==> config.mk <==
export PLATFORM = sky130hd
export DESIGN_NAME = apb_mem_slave_p_flat
export DESIGN_NICKNAME = d
export VERILOG_FILES = /design/src/rtl/apb_mem_slave_p_pkg.sv /design/src/rtl/apb_mem_slave_p_if.sv /design/src/rtl/apb_mem_slave_p_bytemem.sv /design/src/rtl/apb_mem_slave_p.sv /design/src/flat_wrapper.sv
export SDC_FILE = /design/constraint.sdc
export NUM_CORES = 2
export LEC_CHECK = 0
export BUFFER_PORTS_ARGS = -buffer_cell sky130_fd_sc_hd__buf_2
export CORE_MARGIN = 2
export CORE_UTILIZATION = 40
export DETAILED_ROUTE_END_ITERATION = 10
export SYNTH_ARGS = -nofsm -noshare
export SYNTH_HDL_FRONTEND = slang
export SYNTH_SLANG_ARGS = --single-unit
==> constraint.sdc <==
create_clock -name pclk -period 2.6 [get_ports pclk]
set_input_delay 0.26 -clock pclk [delete_from_list [all_inputs] [get_ports pclk]]
set_output_delay 0.26 -clock pclk [all_outputs]
set_load 0.03 [all_outputs]
==> src/rtl/apb_mem_slave_p_pkg.sv <==
// apb_pkg: shared definitions for the parametrised APB4 memory completer.
//   - state_t          : completer FSM states
//   - PPROT_NONSEC_BIT : pprot bit that marks a non-secure access
//   - RESP_OKAY/SLVERR : pslverr encodings
//   - calc_bw/calc_ofs : byte-lane count and byte-offset width for a data width
package apb_pkg;

    typedef enum logic {
        IDLE   = 1'b0,
        ACCESS = 1'b1
    } state_t;

    localparam int   PPROT_NONSEC_BIT = 1;
    localparam logic RESP_OKAY        = 1'b0;
    localparam logic RESP_SLVERR      = 1'b1;

    function automatic int calc_bw(input int data_w);
        return data_w / 8;
    endfunction

    function automatic int calc_ofs(input int data_w);
        return $clog2(data_w / 8);
    endfunction

endpackage

==> src/rtl/apb_mem_slave_p_if.sv <==
// apb_if: APB4 bus bundle between a requester (master modport) and a
// completer (slave modport).
//   paddr/pprot/psel/penable/pwrite/pwdata/pstrb : requester -> completer
//   pready/prdata/pslverr                        : completer -> requester
interface apb_if #(
    parameter int ADDR_W = 32,
    parameter int DATA_W = 32
);
    logic [ADDR_W-1:0]   paddr;
    logic [2:0]          pprot;
    logic                psel;
    logic                penable;
    logic                pwrite;
    logic [DATA_W-1:0]   pwdata;
    logic [DATA_W/8-1:0] pstrb;
    logic                pready;
    logic [DATA_W-1:0]   prdata;
    logic                pslverr;

    modport master (
        output paddr, pprot, psel, penable, pwrite, pwdata, pstrb,
        input  pready, prdata, pslverr
    );

    modport slave (
        input  paddr, pprot, psel, penable, pwrite, pwdata, pstrb,
        output pready, prdata, pslverr
    );
endinterface

==> src/rtl/apb_mem_slave_p_bytemem.sv <==
// apb_bytemem: DEPTH x DATA_W register array.
//   clk, rst_n : clock, asynchronous active-low clear of every word
//   we, widx   : write enable and word index
//   wdata,strb : write data and per-byte lane enables
//   ridx,rdata : combinational read port
module apb_bytemem #(
    parameter int DATA_W = 32,
    parameter int DEPTH  = 32,
    parameter int IDX_W  = $clog2(DEPTH)
) (
    input  logic                clk,
    input  logic                rst_n,
    input  logic                we,
    input  logic [IDX_W-1:0]    widx,
    input  logic [DATA_W-1:0]   wdata,
    input  logic [DATA_W/8-1:0] strb,
    input  logic [IDX_W-1:0]    ridx,
    output logic [DATA_W-1:0]   rdata
);
    logic [DATA_W-1:0] mem [DEPTH];

    always_ff @(posedge clk or negedge rst_n) begin
        if (!rst_n) begin
            for (int i = 0; i < DEPTH; i++) begin
                mem[i] <= '0;
            end
        end else if (we) begin
            for (int b = 0; b < DATA_W/8; b++) begin
                if (strb[b]) begin
                    mem[widx][8*b +: 8] <= wdata[8*b +: 8];
                end
            end
        end
    end

    assign rdata = mem[ridx];
endmodule

==> src/rtl/apb_mem_slave_p.sv <==
// apb_mem_slave_p: APB4 completer backed by a byte-strobed register memory,
// with WAIT_CYCLES pready-low ACCESS cycles and range/alignment/security
// error decode.
//   pclk, presetn : clock, asynchronous active-low reset
//   bus           : APB4 slave modport (paddr..pstrb in; pready/prdata/pslverr out)
module apb_mem_slave_p
    import apb_pkg::*;
#(
    parameter int DATA_W      = 32,
    parameter int ADDR_W      = 32,
    parameter int DEPTH       = 32,
    parameter int WAIT_CYCLES = 0,
    parameter int SECURE_ONLY = 0
) (
    input  logic pclk,
    input  logic presetn,
    apb_if.slave bus
);
    localparam int BW      = calc_bw(DATA_W);
    localparam int OFS     = calc_ofs(DATA_W);
    localparam int IDX_W   = $clog2(DEPTH);
    localparam int LIMIT_W = ADDR_W + 1;

    localparam logic [3:0]         WAIT_MAX   = 4'(WAIT_CYCLES);
    localparam logic [LIMIT_W-1:0] LIMIT      = LIMIT_W'(DEPTH * BW);
    localparam logic [ADDR_W-1:0]  ALIGN_MASK = ADDR_W'(BW - 1);

    state_t state, state_n;
    logic [3:0] wait_cnt, wait_n;
    logic       latch_en;
    logic       mem_we;

    // Copies of the SETUP-phase request; everything but psel/penable is
    // taken from here during ACCESS.
    logic [ADDR_W-1:0] a_addr;
    logic              a_write;
    logic [DATA_W-1:0] a_wdata;
    logic [BW-1:0]     a_strb;
    logic              a_nonsec;

    logic              err;
    logic [IDX_W-1:0]  idx;
    logic [DATA_W-1:0] rd_word;

    always_ff @(posedge pclk or negedge presetn) begin
        if (!presetn) begin
            state    <= IDLE;
            wait_cnt <= '0;
        end else begin
            state    <= state_n;
            wait_cnt <= wait_n;
        end
    end

    always_comb begin
        state_n  = state;
        wait_n   = wait_cnt;
        latch_en = 1'b0;
        mem_we   = 1'b0;
        case (state)
            IDLE: begin
                // psel with penable already high here is a protocol
                // violation and is deliberately ignored.
                if (bus.psel && !bus.penable) begin
                    latch_en = 1'b1;
                    wait_n   = '0;
                    state_n  = ACCESS;
                end
            end
            ACCESS: begin
                if (!bus.psel) begin
                    state_n = IDLE;
                end else if (wait_cnt != WAIT_MAX) begin
                    wait_n = wait_cnt + 4'd1;
                end else if (bus.penable) begin
                    mem_we  = a_write && !err;
                    state_n = IDLE;
                end
            end
            default: state_n = IDLE;
        endcase
    end

    always_ff @(posedge pclk) begin
        if (latch_en) begin
            a_addr   <= bus.paddr;
            a_write  <= bus.pwrite;
            a_wdata  <= bus.pwdata;
            a_strb   <= bus.pstrb;
            a_nonsec <= bus.pprot[PPROT_NONSEC_BIT];
        end
    end

    // ALIGN_MASK is zero for 8-bit buses, so the alignment term drops out.
    assign err = ({1'b0, a_addr} >= LIMIT)
              || ((a_addr & ALIGN_MASK) != '0)
              || ((SECURE_ONLY != 0) && a_nonsec);

    assign idx = a_addr[OFS+IDX_W-1:OFS];

    apb_bytemem #(
        .DATA_W (DATA_W),
        .DEPTH  (DEPTH),
        .IDX_W  (IDX_W)
    ) u_mem (
        .clk   (pclk),
        .rst_n (presetn),
        .we    (mem_we),
        .widx  (idx),
        .wdata (a_wdata),
        .strb  (a_strb),
        .ridx  (idx),
        .rdata (rd_word)
    );

    assign bus.pready  = (state == ACCESS) && bus.psel && bus.penable
                      && (wait_cnt == WAIT_MAX);
    assign bus.pslverr = bus.pready ? (err ? RESP_SLVERR : RESP_OKAY) : RESP_OKAY;
    assign bus.prdata  = (bus.pready && !a_write && !err) ? rd_word : '0;
endmodule

==> src/flat_wrapper.sv <==
// flat-port wrapper written by rule: the top's interface ports become plain ports
module apb_mem_slave_p_flat import apb_pkg::*;
#(
    parameter int DATA_W      = 32,
    parameter int ADDR_W      = 32,
    parameter int DEPTH       = 32,
    parameter int WAIT_CYCLES = 0,
    parameter int SECURE_ONLY = 0
)
  (pclk, presetn, bus_paddr, bus_pprot, bus_psel, bus_penable, bus_pwrite, bus_pwdata, bus_pstrb, bus_pready, bus_prdata, bus_pslverr);
  apb_if #(.ADDR_W(ADDR_W), .DATA_W(DATA_W)) bus_i ();
  input  logic pclk;
  input  logic presetn;
  input wire logic [$bits(bus_i.paddr)-1:0] bus_paddr;
  input wire logic [$bits(bus_i.pprot)-1:0] bus_pprot;
  input wire logic [$bits(bus_i.psel)-1:0] bus_psel;
  input wire logic [$bits(bus_i.penable)-1:0] bus_penable;
  input wire logic [$bits(bus_i.pwrite)-1:0] bus_pwrite;
  input wire logic [$bits(bus_i.pwdata)-1:0] bus_pwdata;
  input wire logic [$bits(bus_i.pstrb)-1:0] bus_pstrb;
  output wire logic [$bits(bus_i.pready)-1:0] bus_pready;
  output wire logic [$bits(bus_i.prdata)-1:0] bus_prdata;
  output wire logic [$bits(bus_i.pslverr)-1:0] bus_pslverr;
  assign bus_i.paddr = bus_paddr;
  assign bus_i.pprot = bus_pprot;
  assign bus_i.psel = bus_psel;
  assign bus_i.penable = bus_penable;
  assign bus_i.pwrite = bus_pwrite;
  assign bus_i.pwdata = bus_pwdata;
  assign bus_i.pstrb = bus_pstrb;
  assign bus_pready = bus_i.pready;
  assign bus_prdata = bus_i.prdata;
  assign bus_pslverr = bus_i.pslverr;
  apb_mem_slave_p #(.DATA_W(DATA_W), .ADDR_W(ADDR_W), .DEPTH(DEPTH), .WAIT_CYCLES(WAIT_CYCLES), .SECURE_ONLY(SECURE_ONLY)) u_core (.pclk(pclk), .presetn(presetn), .bus(bus_i));
endmodule
==> results.py <==
metrics = {
    "die": {
        "io_pins": 110,
        "coreArea_mm2": 0.120,
        "start_util_pct": 40.4,
        "die_area_mm2": 0.124,
        "chipHeight_um": 353,
        "num_rows": 127,
        "fp.dieW_um": 353,
    },
    "detailed_routing": {
        "wire_per_inst_um": 26.8,
        "drc": 0,
        "drtIter0Drc": 2005,
        "ant_nets": 0,
        "wirelength_um": 139000,
        "firstDrtPassIters": 5,
        "num_vias": 29300,
        "routed_via_density": 5.65,
    },
    "flow_run": {
        "drv_cap": 0,
    },
    "timing": {
        "fin_crit_sh_pct": 123,
        "fin_ws_ps": -593,
        "slew_violations": 0,
        "grt_setup_unrepaired": "true",
        "period_minus_slack_ps": 3190,
        "max_freq_ghz": 0.313,
        "worst_pin_slew_ps": 1310,
        "hold_viol_final": 0,
        "maxSlewHeadroom_pct": 12.6,
        "fin_skew_ps": 31.6,
        "setup_viol": 55,
    },
    "critical_path": {
        "start_kind": "flip-flop",
        "critical_path_required_ps": 2340,
        "path_max_fanout": 12,
        "worstSetupPathType": "flip-flop to output port",
        "end_kind": "output port",
        "worst-endpoint-arrival_ps": 2930,
    },
    "pwr": {
        "p_per_area_mw_per_mm2": 569,
        "ir_worst_vdd_v": 0.000562,
        "leakagePower_nw": 29.1,
    },
    "cells_and_area": {
        "drive_gt1_share_pct": 61.2,
        "fillers": 9751,
        "nNetsFinal": 3572,
        "final_area_mm2": 0.0624,
        "seqCellArea_mm2": 0.0278,
        "area_growth_pct": 28.3,
        "multi_input_area_mm2": 0.0218,
    },
    "global_route": {
        "track_usage_pct": 22.1,
        "grt_pass1_vias": 32200,
        "overflow": 0,
        "grt_start_max_net_pins": 118,
        "grt_pass1_wl_um": 209000,
        "grt_antenna_before_repair": 3,
    },
    "synthesis": {
        "yosysMostFrequentCell": "dfrtp_1",
        "yosysWarnings": 0,
        "synth_top_area_share_pct": 52.9,
        "synth_cell_type_count": 43,
        "synthesis.nets": 3083,
        "async_flop_share_pct": 93.7,
        "syn_area_mm2": 0.0486,
        "synthTopCellsByArea": "dfrtp_1, mux2_2, mux4_2, edfxtp_1, clkbuf_1",
        "synthTopCellsByCount": "dfrtp_1, mux2_2, mux4_2, clkbuf_1, nand2_1",
        "ys_seq_area_share_pct": 57.2,
        "ys_seq_elements": 1098,
        "synth-edff-count": 69,
        "postSynthCellCount": 3005,
        "ys.flop_type": "dfrtp_1",
        "synth_top_cell_by_area": "dfrtp_1",
        "avgSynthCellArea_um2": 16.2,
    },
    "clock_network": {
        "clock_path_buffers": 3,
        "cts_num_sinks": 1098,
        "cts-root-buf": "clkbuf_16",
        "clk_pin_slew_ps": 60,
        "cts_tree": "built",
        "htreeDepth": 3,
        "clk_latency_ps": 710,
        "cts_buffers": 113,
    },
    "hold_path": {
        "hold_class": "input pin to asynchronous set/reset pin",
    },
    "placed_design": {
        "routabilityCongestion": 0.823,
        "dp_hpwl_um": 89900,
        "portBuffers": 106,
        "dpl_cell_area_mm2": 0.0547,
        "dp_worst_setup_slack_ps": -363,
    },
    "status": {
        "violations": "setup timing",
        "status": "finished, violations left",
    },
}
worst max-delay path, cell delays in order (launching register included):
cell	delay, ps
edfxtp_1	390
buf_6	170
buf_12	190
buf_16	190
buf_12	140
mux4_2	560
o221ai_4	230
buf_6	140
nor4_4	40
buf_6	140
logic make-up (layout without fill, tap and decap cells):
kind of cell,Yosys count,after routing,share of synthesized area [%]
adders and majority gates,2,2,0.0514
other,0,1,0
DFF,1098,1098,57.2
muxes,1291,1291,35.5
and+or+nand+nor,249,249,3.22
buffers and inverters,217,796,1.78
AOI/OAI and AO/OA,148,148,2.23
registers in the layout (all words and copies together) (netlist names):
register          count
u_core.wait_cnt       4
u_core.a_wdata       32
u_core.a_addr        32
u_core.a_strb         4
u_core.state          1
u_core.a_write        1
u_core.u_mem.mem   1024
timing repair:
action / CTS / global route
endpoints found under the hold margin: 240 / 0
endpoints found under the setup margin: 614 / 568
buffers inserted: 36 / 40
pin swaps: 25 / 62
gates resized for setup: 196 / 283
hold buffers: 73 / 0
gates cloned: 9 / 5
final cells by class:
class                           count  share of cell area, %
Sequential cell                  1098                   44.6
Multi-Input combinational cell   1690                   34.9
Timing Repair Buffer              585                   11.2
Clock buffer                      170                   5.40
Tap cell                         1612                   3.23
Clock inverter                     35                  0.626
Inverter                            6                 0.0361
Antenna cell                        1                0.00401
per-stage QoR:
| step | hold WS, ps | power, mW | util (%) | setup TNS [ps] | cells |
|---|---|---|---|---|---|
| CTS | 25.2 | 35.7 | 50.4 | -23210 | 5160 |
| global placement | 193 | 18.9 | 45.5 | -38300 | 4839 |
| global route | 87.6 | 36.6 | 51.9 | -26780 | 5197 |
| detailed placement | 204 | 19.0 | 45.5 | -51080 | 4839 |
| floorplan | -35.6 | 18.1 | - | -4690 | 3005 |
| finish | 81.1 | 35.5 | 51.9 | -17050 | 5197 |
routing by layer:
metal  share of wire, %  GRT usage, %  up-vias  wire, um
li1                   -             -    12400         -
met1                 44          30.4    16100     61100
met2                 49          36.8      628     68800
met3                4.2          3.22      184      5800
met4                2.6          6.18        2      3590
met5             0.0086             0        -        12
power by group:
part | leakage, nW | switching [mW] | internal, mW
clock | 1.85 | 6.81 | 9.67
combinational | 12.3 | 0.980 | 0.631
sequential | 15.0 | 0.0885 | 17.3
final timing paths:
check / startpoint / end / slack, ps / depth (start not counted)
max reg2reg: u_core.wait_cnt[0]$_DFFE_PN0P_ / u_core.u_mem.mem[241]$_DFFE_PN0P_ / -30 / 10
min: presetn / u_core.u_mem.mem[992]$_DFFE_PN0P_ / 80 / 2
max in group asynchronous: presetn / u_core.u_mem.mem[1022]$_DFFE_PN0P_ / 1390 / 4
min reg2reg: u_core.u_mem.mem[227]$_DFFE_PN0P_ / u_core.u_mem.mem[227]$_DFFE_PN0P_ / 490 / 1
min in group pclk: bus_psel / u_core.wait_cnt[3]$_DFFE_PN0P_ / 80 / 4
max: u_core.a_addr[2]$_DFFE_PP_ / bus_prdata[31] / -590 / 9
placed cells by master, fill, tap and decap left out, drive strengths merged, types with 9 or more instances in the layout:
master	synthesis	routed
dlygate4sd3	0	73
buf	47	506
o22a	31	31
nand2	78	78
nor2	88	88
nor4	39	39
edfxtp	69	69
inv	6	9
clkbuf	164	175
clkinv	0	21
mux2	1025	1025
o22ai	64	64
mux2i	21	21
mux4	245	245
dfrtp	1029	1029
o221ai	31	31
(Power assumes the default switching activity.)
